$ cat src/rtl/fir3_stream_sequencer.sv
// Gathers serial samples into triplets for a 3-parallel FIR, then captures result
// triplets in a credit-protected FIFO and re-serializes them onto a ready/valid output.
module fir3_stream_sequencer #(
  parameter int unsigned NBIT       = 9,
  parameter int unsigned FIFO_DEPTH = 4
) (
  input  logic            CLK,
  input  logic            RST,
  input  logic [NBIT-1:0] IN_DATA,
  input  logic            IN_VALID,
  output logic            IN_READY,
  output logic [NBIT-1:0] FIR_DIN3k,
  output logic [NBIT-1:0] FIR_DIN3k1,
  output logic [NBIT-1:0] FIR_DIN3k2,
  output logic            FIR_VIN,
  input  logic [NBIT-1:0] FIR_DOUT3k,
  input  logic [NBIT-1:0] FIR_DOUT3k1,
  input  logic [NBIT-1:0] FIR_DOUT3k2,
  input  logic            FIR_VOUT,
  output logic [NBIT-1:0] OUT_DATA,
  output logic            OUT_VALID,
  input  logic            OUT_READY,
  output logic            ERR
);

  localparam int unsigned CW = $clog2(FIFO_DEPTH + 1);
  localparam int unsigned UW = CW + 1;
  localparam int unsigned PW = $clog2(FIFO_DEPTH);
  localparam int unsigned TW = 3 * NBIT;

  logic [1:0]      in_phase_q, in_phase_d;
  logic [NBIT-1:0] s0_q, s0_d, s1_q, s1_d;
  logic [TW-1:0]   din_q, din_d;
  logic            vin_q, vin_d;
  logic [CW-1:0]   inflight_q, inflight_d;
  logic [CW-1:0]   fifo_cnt_q, fifo_cnt_d;
  logic [PW-1:0]   wr_ptr_q, wr_ptr_d;
  logic [PW-1:0]   rd_ptr_q, rd_ptr_d;
  logic [1:0]      out_phase_q, out_phase_d;
  logic            err_q, err_d;
  logic [TW-1:0]   fifo_mem_q [FIFO_DEPTH];

  logic          accept_c, issue_c, push_c, pop_c, beat_c, credit_zero_c;
  logic [UW-1:0] used_c;
  logic [TW-1:0] head_c;

  function automatic logic [PW-1:0] ptr_inc(input logic [PW-1:0] p);
    return (p == PW'(FIFO_DEPTH - 1)) ? '0 : p + PW'(1);
  endfunction

  // No credit left when FIFO occupancy plus outstanding triplets fill the FIFO.
  assign used_c        = UW'(fifo_cnt_q) + UW'(inflight_q);
  assign credit_zero_c = (used_c == UW'(FIFO_DEPTH));

  assign IN_READY  = (in_phase_q != 2'd2) || !credit_zero_c;
  assign accept_c  = IN_VALID && IN_READY;
  assign issue_c   = accept_c && (in_phase_q == 2'd2);
  assign push_c    = FIR_VOUT && (inflight_q != '0);
  assign OUT_VALID = (fifo_cnt_q != '0);
  assign beat_c    = OUT_VALID && OUT_READY;
  assign pop_c     = beat_c && (out_phase_q == 2'd2);

  assign head_c = fifo_mem_q[rd_ptr_q];

  always_comb begin
    case (out_phase_q)
      2'd0:    OUT_DATA = head_c[TW-1 -: NBIT];
      2'd1:    OUT_DATA = head_c[2*NBIT-1 -: NBIT];
      default: OUT_DATA = head_c[NBIT-1:0];
    endcase
  end

  assign FIR_DIN3k  = din_q[TW-1 -: NBIT];
  assign FIR_DIN3k1 = din_q[2*NBIT-1 -: NBIT];
  assign FIR_DIN3k2 = din_q[NBIT-1:0];
  assign FIR_VIN    = vin_q;
  assign ERR        = err_q;

  always_comb begin
    in_phase_d  = in_phase_q;
    s0_d        = s0_q;
    s1_d        = s1_q;
    din_d       = din_q;
    vin_d       = 1'b0;
    inflight_d  = inflight_q;
    fifo_cnt_d  = fifo_cnt_q;
    wr_ptr_d    = wr_ptr_q;
    rd_ptr_d    = rd_ptr_q;
    out_phase_d = out_phase_q;
    err_d       = err_q;

    if (accept_c) begin
      case (in_phase_q)
        2'd0: begin
          s0_d       = IN_DATA;
          in_phase_d = 2'd1;
        end
        2'd1: begin
          s1_d       = IN_DATA;
          in_phase_d = 2'd2;
        end
        2'd2: begin
          din_d      = {s0_q, s1_q, IN_DATA};
          vin_d      = 1'b1;
          in_phase_d = 2'd0;
        end
        default: in_phase_d = 2'd0;
      endcase
    end

    // A return with nothing outstanding is dropped and flagged.
    if (FIR_VOUT && (inflight_q == '0)) err_d = 1'b1;
    if (push_c) wr_ptr_d = ptr_inc(wr_ptr_q);

    if (beat_c) begin
      if (out_phase_q == 2'd2) begin
        out_phase_d = 2'd0;
        rd_ptr_d    = ptr_inc(rd_ptr_q);
      end else begin
        out_phase_d = out_phase_q + 2'd1;
      end
    end

    case ({issue_c, push_c})
      2'b10:   inflight_d = inflight_q + CW'(1);
      2'b01:   inflight_d = inflight_q - CW'(1);
      default: inflight_d = inflight_q;
    endcase

    case ({push_c, pop_c})
      2'b10:   fifo_cnt_d = fifo_cnt_q + CW'(1);
      2'b01:   fifo_cnt_d = fifo_cnt_q - CW'(1);
      default: fifo_cnt_d = fifo_cnt_q;
    endcase
  end

  always_ff @(posedge CLK) begin
    if (RST) begin
      in_phase_q  <= 2'd0;
      s0_q        <= '0;
      s1_q        <= '0;
      din_q       <= '0;
      vin_q       <= 1'b0;
      inflight_q  <= '0;
      fifo_cnt_q  <= '0;
      wr_ptr_q    <= '0;
      rd_ptr_q    <= '0;
      out_phase_q <= 2'd0;
      err_q       <= 1'b0;
    end else begin
      in_phase_q  <= in_phase_d;
      s0_q        <= s0_d;
      s1_q        <= s1_d;
      din_q       <= din_d;
      vin_q       <= vin_d;
      inflight_q  <= inflight_d;
      fifo_cnt_q  <= fifo_cnt_d;
      wr_ptr_q    <= wr_ptr_d;
      rd_ptr_q    <= rd_ptr_d;
      out_phase_q <= out_phase_d;
      err_q       <= err_d;
    end
  end

  // Storage needs no reset; occupancy is tracked by fifo_cnt_q.
  always_ff @(posedge CLK) begin
    if (!RST && push_c) fifo_mem_q[wr_ptr_q] <= {FIR_DOUT3k, FIR_DOUT3k1, FIR_DOUT3k2};
  end

endmodule

$ cat config.mk
export PLATFORM = sky130hd
export DESIGN_NAME = fir3_stream_sequencer
export DESIGN_NICKNAME = d
export VERILOG_FILES = /design/src/rtl/fir3_stream_sequencer.sv
export SDC_FILE = /design/constraint.sdc
export NUM_CORES = 1
export LEC_CHECK = 0
export CAP_MARGIN = 10
export CORE_MARGIN = 2
export CORE_UTILIZATION = 38
export CTS_BUF_LIST = sky130_fd_sc_hd__clkbuf_8
export CTS_CLUSTER_SIZE = 24
export DETAILED_ROUTE_END_ITERATION = 6
export HOLD_SLACK_MARGIN = 0.1
export PLACE_DENSITY = 0.59
export SYNTH_ARGS = -nofsm -noshare
export SYNTH_HDL_FRONTEND = slang
export SYNTH_SLANG_ARGS = --single-unit
$ cat constraint.sdc
create_clock -name CLK -period 8.8 [get_ports CLK]
set_clock_uncertainty 0.05 [all_clocks]
set_input_delay 2.64 -clock CLK [delete_from_list [all_inputs] [get_ports CLK]]
set_output_delay 2.64 -clock CLK [all_outputs]
set_load 0.1 [all_outputs]
==> results.py <==
metrics = {
    "grt": {
        "grt_pass1_wl_mm": 20.3,
        "globalRouteMet1Util": 0.167,
        "grt_pass1_vias": 4006,
        "grt_max_degree": 58,
        "grt_util_met3": 0.0581,
        "antenna_found_initial": 2,
        "met2_usage": 0.253,
        "gr-total-overflow": 0,
        "grt_busiest_layer": "met2",
        "track_usage": 0.146,
    },
    "timing": {
        "max_clock_freq_mhz": 166,
        "worst_slew_pin_slew_ns": 1.09,
        "whs_ns": 0.415,
        "min_period_ns": 6.03,
        "max_slew_margin": 0.269,
        "period_share": 0.685,
        "tns_ns": 0,
        "hold_viol_final": 0,
        "rsz0062_at_grt": "no",
        "setup_viol": 0,
        "slew_viol_final": 0,
    },
    "synth": {
        "ys.warnings.count": 0,
        "synth_cell_type_count": 32,
        "ys_seq_elements": 171,
        "synth_top_area_cell": "edfxtp_1",
        "synth.avg_cell_area_um2": 15.1,
        "syn_area_mm2": 0.00669,
        "synth_edf_count": 108,
        "synthCells": 443,
        "synth_top_area_frac": 0.485,
        "synthTopCellsByArea": "edfxtp_1, dfxtp_1, mux4_2",
        "synth.net_count": 497,
        "synth-main-ff-cell": "edfxtp_1",
        "synthArstFlopShare": 0,
        "yosysSeqAreaShare": 0.673,
    },
    "drt": {
        "dr.pass1.iters": 4,
        "ant_nets": 0,
        "wl_mm": 12.9,
        "drt_iter0_drc": 154,
        "via_per_inst": 4.87,
        "vias": 3710,
        "drc": 0,
        "avgRoutedWirePerCell_um": 16.9,
    },
    "floorplan": {
        "die_h_um": 137,
        "die_w_um": 137,
        "core_mm2": 0.0172,
        "die-area_mm2": 0.0187,
        "start_util": 0.388,
        "io_pins": 81,
        "placementRows": 48,
    },
    "clocking": {
        "clock-root-buffer": "clkbuf_8",
        "cts_tree": "built",
        "postCtsHoldBufs": 0,
        "postCtsSetupBuffers": 0,
        "numCtsBuffers": 17,
        "cts_htree_levels": 4,
        "cts_num_sinks": 171,
        "cts_resized": 0,
        "insertion_delay_ns": 0.44,
        "clkTransAtPathRegs_ns": 0.09,
        "clk_path_buf_depth": 2,
    },
    "placement": {
        "gp_congestion": 0.718,
        "place_inst": 729,
        "hpwl_mm": 8.10,
        "io_buffers": 80,
    },
    "setup_path": {
        "reg2reg_depth": 12,
        "r2r-start": "fifo_cnt_q[0]$_SDFFE_PP0P_",
        "worstSetupEndpointType": "output port",
        "r2r_end": "inflight_q[2]$_SDFFE_PP0P_",
        "slowest_stage": "clkdlybuf4s50_1",
        "arrival_ns": 3.34,
        "crit_type": "flip-flop to output port",
        "cp-endpoint": "OUT_DATA[1]",
        "cp_cell_sequence": "mux4_2, mux2i_1, o21ai_0, clkdlybuf4s50_1",
        "crit_path_start_kind": "flip-flop",
        "cp.required_ns": 6.11,
        "cp_max_fo": 27,
        "max_stage_delay_ns": 1.02,
        "r2r_setup_slack_ns": 5.39,
    },
    "final_layout": {
        "synthToLayoutAreaGrowth_pct": 20.4,
        "final_nets": 577,
        "fill_cells": 1489,
        "drive_above_1_share": 0.129,
        "multi_input_area_mm2": 0.00203,
        "regArea_mm2": 0.00451,
        "final_util": 0.467,
        "layoutNonFillerInstCount": 762,
    },
    "run_status": {
        "status": "finished clean",
    },
    "min_path": {
        "hold_class": "flip-flop to flip-flop",
    },
    "power": {
        "power.density_mw_per_mm2": 182,
        "leakage_nw": 2.73,
        "ir_drop_mv": 0.0799,
    },
    "flow_run": {
        "drv_cap": 0,
    },
}
[critical path: cells and delay by family (launching register included)]
family	cells	cell delay (ns)
compound gates	1	0.13
buf+inv	1	1.02
flops	1	0.99
mux	2	0.76
[worst min path at each step]
stage               depth (start not counted)  slack [ns]                endpoint                   start
floorplan                                   2        0.39  din_q[10]$_SDFFE_PP0P_    s1_q[1]$_SDFFE_PP0P_
global placement                            2        0.39  din_q[12]$_SDFFE_PP0P_  din_q[12]$_SDFFE_PP0P_
detailed placement                          2        0.40   din_q[2]$_SDFFE_PP0P_   din_q[2]$_SDFFE_PP0P_
CTS                                         2        0.42   din_q[5]$_SDFFE_PP0P_   din_q[5]$_SDFFE_PP0P_
global route                                2        0.43  din_q[15]$_SDFFE_PP0P_    s1_q[6]$_SDFFE_PP0P_
finish                                      2        0.41   din_q[5]$_SDFFE_PP0P_   din_q[5]$_SDFFE_PP0P_
[sequential cells by signal, summed over array words and instances (netlist names), named ones only]
signal       flops
fifo_mem_q     108
din_q           27
s0_q             9
s1_q             9
fifo_cnt_q       3
inflight_q       3
in_phase_q       2
out_phase_q      2
rd_ptr_q         2
wr_ptr_q         2
ERR              1
FIR_VIN          1
[report_power, final]
group / switching, W / internal [W]
Sequential: 0.00000643 / 0.000861
Clock: 0.000280 / 0.000223
Combinational: 0.0000570 / 0.0000371
[cell usage in the layout (no fill, tap or decap), types with 8 or more instances in the layout]
cell,n
nand2_1,67
nor2_1,26
clkbuf_8,17
mux4_2,27
inv_1,12
dfxtp_1,62
a21oi_1,8
ha_1,10
o21ai_0,11
clkdlybuf4s50_1,80
mux2i_1,57
edfxtp_1,108
[kinds of logic after synthesis]
logic type,Yosys count,share of synthesized area
DFF,171,0.673
AOI/OAI and AO/OA,27,0.0258
buffers and inverters,35,0.0243
xor gates and xnor gates,4,0.00524
adders and majority gates,13,0.0277
and+or+nand+nor,109,0.0673
muxes,84,0.176
[synthesized netlist by cell type, types with 8 or more instances]
cell and number:
ha_1 10, nand2_1 67, mux4_2 27, o21ai_0 11
clkbuf_1 10, nor2_1 26, a21oi_1 8, dfxtp_1 63
edfxtp_1 108, mux2i_1 57, inv_1 11
[layer usage]
metal / part of all wire / vias up
met3: 0.062 / 8
met1: 0.43 / 1842
met5: 0.0010 / -
li1: - / 1779
met2: 0.50 / 79
met4: 0.0051 / 2
[area by class of cell]
class / count / share of cell area
Antenna cell: 1 / 0.000311
Clock buffer: 17 / 0.0291
Multi-Input combinational cell: 237 / 0.252
Tap cell: 225 / 0.0350
Inverter: 13 / 0.00637
Clock inverter: 15 / 0.0151
Timing Repair Buffer: 83 / 0.102
Sequential cell: 171 / 0.560
[through the flow]
step	setup slack, ns	area, um^2	total power [W]
after floorplan	2.90	6690	0.000941
after global placement	3.16	7690	0.000978
after detailed placement	3.15	7690	0.000981
after CTS	2.64	8050	0.00149
after global routing	2.49	8050	0.00152
final	2.77	8050	0.00146
No activity file was read; power rests on OpenSTA's default activity.
